### src/rtl/branch_predictor_btb_if.sv
// Fetch/resolve bus between the pipeline (master) and the branch predictor (slave).
// update_en is a one-cycle valid with no ready: the predictor accepts every pulse.
interface branch_predictor_btb_if #(
  parameter int XLEN      = 64,
  parameter int STAT_BITS = 32
);
  logic [XLEN-1:0]      lookup_pc;
  logic                 pred_hit;
  logic                 pred_taken;
  logic [XLEN-1:0]      pred_target;
  logic                 update_en;
  logic [XLEN-1:0]      update_pc;
  logic                 update_taken;
  logic [XLEN-1:0]      update_target;
  logic                 update_mispredict;
  logic [STAT_BITS-1:0] update_count;
  logic [STAT_BITS-1:0] mispredict_count;

  modport master (
    output lookup_pc, update_en, update_pc, update_taken, update_target, update_mispredict,
    input  pred_hit, pred_taken, pred_target, update_count, mispredict_count
  );

  modport slave (
    input  lookup_pc, update_en, update_pc, update_taken, update_target, update_mispredict,
    output pred_hit, pred_taken, pred_target, update_count, mispredict_count
  );
endinterface

### src/rtl/branch_predictor_btb.sv
// Direct-mapped BTB with saturating direction counters; zero-latency lookup for IF,
// single-cycle update from ID-stage branch resolution, plus saturating statistics.
module branch_predictor_btb #(
  parameter int XLEN      = 64,
  parameter int ENTRIES   = 16,
  parameter int TAG_BITS  = 10,
  parameter int CTR_BITS  = 2,
  parameter int STAT_BITS = 32
) (
  input logic                   clk,
  input logic                   rst,
  branch_predictor_btb_if.slave bus
);
  localparam int IDX = $clog2(ENTRIES);
  localparam logic [CTR_BITS-1:0]  CTR_WNT  = CTR_BITS'((1 << (CTR_BITS - 1)) - 1);
  localparam logic [CTR_BITS-1:0]  CTR_WT   = CTR_BITS'(1 << (CTR_BITS - 1));
  localparam logic [CTR_BITS-1:0]  CTR_MAX  = '1;
  localparam logic [STAT_BITS-1:0] STAT_MAX = '1;

  logic                 valid_q [ENTRIES];
  logic [TAG_BITS-1:0]  tag_q   [ENTRIES];
  logic [XLEN-1:0]      tgt_q   [ENTRIES];
  logic [CTR_BITS-1:0]  ctr_q   [ENTRIES];
  logic [STAT_BITS-1:0] upd_cnt_q;
  logic [STAT_BITS-1:0] mis_cnt_q;

  logic [IDX-1:0]      lk_idx;
  logic [IDX-1:0]      up_idx;
  logic [TAG_BITS-1:0] lk_tag;
  logic [TAG_BITS-1:0] up_tag;
  logic                lk_hit;
  logic                lk_taken;
  logic                up_hit;
  logic                unused_pc_bits;

  assign lk_idx = bus.lookup_pc[IDX+1:2];
  assign lk_tag = bus.lookup_pc[IDX+TAG_BITS+1:IDX+2];
  assign up_idx = bus.update_pc[IDX+1:2];
  assign up_tag = bus.update_pc[IDX+TAG_BITS+1:IDX+2];
  assign unused_pc_bits = ^bus.update_pc;

  // Lookup reads only registered state, so a same-cycle update is never bypassed.
  assign lk_hit   = valid_q[lk_idx] && (tag_q[lk_idx] == lk_tag);
  assign lk_taken = lk_hit && ctr_q[lk_idx][CTR_BITS-1];
  assign up_hit   = valid_q[up_idx] && (tag_q[up_idx] == up_tag);

  assign bus.pred_hit         = lk_hit;
  assign bus.pred_taken       = lk_taken;
  assign bus.pred_target      = lk_taken ? tgt_q[lk_idx] : bus.lookup_pc + XLEN'(4);
  assign bus.update_count     = upd_cnt_q;
  assign bus.mispredict_count = mis_cnt_q;

  always_ff @(posedge clk) begin
    if (rst) begin
      for (int i = 0; i < ENTRIES; i++) begin
        valid_q[i] <= 1'b0;
        tag_q[i]   <= '0;
        tgt_q[i]   <= '0;
        ctr_q[i]   <= CTR_WNT;
      end
    end else if (bus.update_en) begin
      if (up_hit) begin
        if (bus.update_taken) begin
          tgt_q[up_idx] <= bus.update_target;
          if (ctr_q[up_idx] != CTR_MAX) ctr_q[up_idx] <= ctr_q[up_idx] + CTR_BITS'(1);
        end else if (ctr_q[up_idx] != '0) begin
          ctr_q[up_idx] <= ctr_q[up_idx] - CTR_BITS'(1);
        end
      end else if (bus.update_taken) begin
        // Allocation evicts whatever entry aliases on this index.
        valid_q[up_idx] <= 1'b1;
        tag_q[up_idx]   <= up_tag;
        tgt_q[up_idx]   <= bus.update_target;
        ctr_q[up_idx]   <= CTR_WT;
      end
    end
  end

  always_ff @(posedge clk) begin
    if (rst) begin
      upd_cnt_q <= '0;
      mis_cnt_q <= '0;
    end else if (bus.update_en) begin
      if (upd_cnt_q != STAT_MAX) upd_cnt_q <= upd_cnt_q + STAT_BITS'(1);
      if (bus.update_mispredict && (mis_cnt_q != STAT_MAX)) mis_cnt_q <= mis_cnt_q + STAT_BITS'(1);
    end
  end
endmodule

### src/flat_wrapper.sv
// flat-port wrapper written by rule: the top's interface ports become plain ports
module branch_predictor_btb_flat 
#(
  parameter int XLEN      = 64,
  parameter int ENTRIES   = 16,
  parameter int TAG_BITS  = 10,
  parameter int CTR_BITS  = 2,
  parameter int STAT_BITS = 32
)
  (clk, rst, bus_lookup_pc, bus_update_en, bus_update_pc, bus_update_taken, bus_update_target, bus_update_mispredict, bus_pred_hit, bus_pred_taken, bus_pred_target, bus_update_count, bus_mispredict_count);
  branch_predictor_btb_if #(.XLEN(XLEN), .STAT_BITS(STAT_BITS)) bus_i ();
  input logic clk;
  input logic rst;
  input wire logic [$bits(bus_i.lookup_pc)-1:0] bus_lookup_pc;
  input wire logic [$bits(bus_i.update_en)-1:0] bus_update_en;
  input wire logic [$bits(bus_i.update_pc)-1:0] bus_update_pc;
  input wire logic [$bits(bus_i.update_taken)-1:0] bus_update_taken;
  input wire logic [$bits(bus_i.update_target)-1:0] bus_update_target;
  input wire logic [$bits(bus_i.update_mispredict)-1:0] bus_update_mispredict;
  output wire logic [$bits(bus_i.pred_hit)-1:0] bus_pred_hit;
  output wire logic [$bits(bus_i.pred_taken)-1:0] bus_pred_taken;
  output wire logic [$bits(bus_i.pred_target)-1:0] bus_pred_target;
  output wire logic [$bits(bus_i.update_count)-1:0] bus_update_count;
  output wire logic [$bits(bus_i.mispredict_count)-1:0] bus_mispredict_count;
  assign bus_i.lookup_pc = bus_lookup_pc;
  assign bus_i.update_en = bus_update_en;
  assign bus_i.update_pc = bus_update_pc;
  assign bus_i.update_taken = bus_update_taken;
  assign bus_i.update_target = bus_update_target;
  assign bus_i.update_mispredict = bus_update_mispredict;
  assign bus_pred_hit = bus_i.pred_hit;
  assign bus_pred_taken = bus_i.pred_taken;
  assign bus_pred_target = bus_i.pred_target;
  assign bus_update_count = bus_i.update_count;
  assign bus_mispredict_count = bus_i.mispredict_count;
  branch_predictor_btb #(.XLEN(XLEN), .ENTRIES(ENTRIES), .TAG_BITS(TAG_BITS), .CTR_BITS(CTR_BITS), .STAT_BITS(STAT_BITS)) u_core (.clk(clk), .rst(rst), .bus(bus_i));
endmodule
### config.mk
export PLATFORM = sky130hd
export DESIGN_NAME = branch_predictor_btb_flat
export DESIGN_NICKNAME = d
export VERILOG_FILES = /design/src/rtl/branch_predictor_btb_if.sv /design/src/rtl/branch_predictor_btb.sv /design/src/flat_wrapper.sv
export SDC_FILE = /design/constraint.sdc
export NUM_CORES = 2
export LEC_CHECK = 0
export BUFFER_PORTS_ARGS = -buffer_cell sky130_fd_sc_hd__buf_2
export CAP_MARGIN = 20
export CORE_MARGIN = 3
export CORE_UTILIZATION = 65
export DETAILED_ROUTE_END_ITERATION = 8
export GPL_ROUTABILITY_DRIVEN = 0
export MAX_ROUTING_LAYER = met4
export PLACE_DENSITY = 0.93
export RECOVER_POWER = 50
export SLEW_MARGIN = 10
export SYNTH_ARGS = -nofsm -noshare
export SYNTH_HDL_FRONTEND = slang
export SYNTH_SLANG_ARGS = --single-unit
### constraint.sdc
create_clock -name clk -period 8.35 [get_ports clk]
set_input_delay 0.835 -clock clk [delete_from_list [all_inputs] [get_ports clk]]
set_output_delay 0.835 -clock clk [all_outputs]
set_load 0.05 [all_outputs]
==> metrics.txt <==
CP Buf/Inv Count 4; CTS root buffer clkbuf_16; Yosys top cell area share 59.15%; asr flop ratio synth 0%; fin cells 5,612; placed inst area 63,880 µm²; synthesized flop and latch total 1,296; Clock Latency Late Sink 760 ps; initial antenna violation count 34; worst hold margin 399.7 ps; die width 314.2 µm; CP required 8950 ps; Synth area leaders edfxtp_1 59%, mux4_2 15%, and2_1 6.6%, and3_1 4.1%, dfxtp_1 2.6%; Synth Flop Type edfxtp_1; CTS tree yes; hold crit path type in2reg; sequential-to-total area share from yosys stat 61.74%; Slowest-stage cell, CP clkbuf_1; htree depth 4; Die Y 314.2 µm; mapped cell area 61,740 µm²; initial drt markers 9,384; Setup crit end kind flip-flop; Crit Path Class in2reg; syn_area_per_cell 14.93 µm²; most frequent cells in the layout 1,216 x edfxtp_1, 419 x mux4_2, 404 x and3_1, 368 x and2_0, 279 x and2_1; Max FO, Critical Path 44; crit path setup slack, layout 545.8 ps; IO Count 327; Clock Sinks 1,296; status finished with violations; Crit Reg-Reg Startpoint u_core.tag_q[11][3]; per-cell routed wire length 35.96 µm; clock buffer depth 3; Static Leak 24.41 nW; Filler cells 4,981; cell repeated most along the worst path clkbuf_1; post-route DRC violation count 173; largest net degree at the start of global routing 107; Setup TNS 0 ps; Vias 43,030; I/O Buffers 276; clock slew at the register clock pins of the worst setup and hold paths 60 ps; CP cell instances clkbuf_1 -> clkbuf_1 -> nor2b_1 -> clkbuf_1 -> clkbuf_1 -> and3_1; number of synthesized flops with an enable pin 1,216; Area Growth Syn to Fin 9.967%; Nets 4,418; drt total wl 201,800 µm; vias per cell 7.667; maxcap violations 18; DR pass1 iterations 9; Setup crit start bus_update_pc[5]; fmax 128.1 MHz; CTS Buf Count 130; Initial Util 65.85%; GR Util All Layers 41.13%; Setup Buffers After CTS 0; half-perimeter wire length after placement 98,220 µm; pre-CTS WS 2217 ps; fin crit share 93.46%; design area 67,890 µm²; Synth area leader edfxtp_1; pwr dens 216.8 nW/µm²; Row Count 112; most common cell after layout, fill and taps aside edfxtp_1; Final Critical Period 7804 ps; failing checks DRC, capacitance limit, slew limit; die area 98,720 µm²; Max Slew Vio Count 891; Final Setup Violations 0; share of post-route cells with drive strength above 1 22.07%; RSZ-0062 raised after global routing no; Worst Skew 32.19 ps; Synth Warn # 0; CP delay by family, top buffers and inverters; hold buffer count at cts 0; Gates resized, CTS repair 0; gr ovfl total 0; first-pass GRT wire length 283,000 µm; Relative slew margins -222.4%; vias in the first global route 43,360; Netlist cell types 52; Hold Vio Cnt, Final 0; Max rail drop VDD 194.2 µV; DRT antenna net count 0; cell count after placement 5,337; Gate Count Post-Synth 4,136; post-layout util 72.42%; syn_nets 4,336; min-delay src rst; WP data arrival 8400 ps; Placeable Area 93,750 µm²; Critical Path Start Type input port; actual slew at the worst max-slew pin 4836 ps; total power 14.72 mW; Max stage delay on crit path 2270 ps
-- routing by layer --
metal | wire length (µm) | vias up | global-route usage, %
met3 | 34110 | 1453 | 13.86
met4 | 17990 | 0 | 30.05
li1 | - | 15780 | -
met2 | 92320 | 5499 | 60.27
met1 | 57380 | 20300 | 47.62
met5 | 0 | - | -
-- where the power goes --
part / internal, mW / leakage (nW) / switching (mW)
combinational: 0.499 / 10.2 / 0.856
clock: 3.21 / 1.97 / 2.56
sequential: 7.43 / 12.2 / 0.164
-- path summary, 6_finish.rpt --
check                             end  slack, ps  cells past startpoint
hold reg to reg    u_core.valid_q[12]        490                      2
setup / recovery  u_core.tgt_q[9][25]        550                      6
hold / removal      u_core.valid_q[2]        400                      2
setup reg to reg   u_core.tag_q[2][3]       3820                      8
-- synth_stat cells, drive strengths merged (29+ instances only) --
| library cell | n |
|---|---|
| edfxtp | 1216 |
| and2 | 647 |
| mux4 | 419 |
| and3 | 405 |
| clkbuf | 322 |
| nor2 | 258 |
| nand2 | 132 |
| dfxtp | 80 |
| nand3 | 80 |
| buf | 75 |
| xnor2 | 69 |
| xor2 | 68 |
| mux2 | 58 |
| mux2i | 48 |
| inv | 30 |
| nand4 | 29 |
-- registers in the layout, summed over array words and instances, names as in the netlist --
signal / count
u_core.bus.update_count: 32
u_core.valid_q: 16
u_core.tag_q: 160
u_core.ctr_q: 32
u_core.bus.mispredict_count: 32
u_core.tgt_q: 1024
-- cells by family after synthesis --
group | Yosys count | synth area share, %
AOI/OAI and AO/OA | 103 | 1.048
xor gates and xnor gates | 137 | 1.944
adders and majority gates | 3 | 0.06081
buffers and inverters | 428 | 2.805
DFF | 1296 | 61.74
muxes | 525 | 17.44
and+or+nand+nor | 1644 | 14.96
-- layout make-up --
| type | count | area [µm²] | area share [%] |
|---|---|---|---|
| Tap cell | 1254 | 1569 | 2.311 |
| Multi-Input combinational cell | 2412 | 22060 | 32.49 |
| Clock buffer | 162 | 3436 | 5.061 |
| Timing Repair Buffer | 347 | 1871 | 2.755 |
| Inverter | 31 | 116.4 | 0.1714 |
| Sequential cell | 1296 | 38120 | 56.14 |
| Antenna cell | 45 | 112.6 | 0.1659 |
| Clock inverter | 65 | 614.3 | 0.9049 |
No activity file was read; power rests on OpenSTA's default activity.
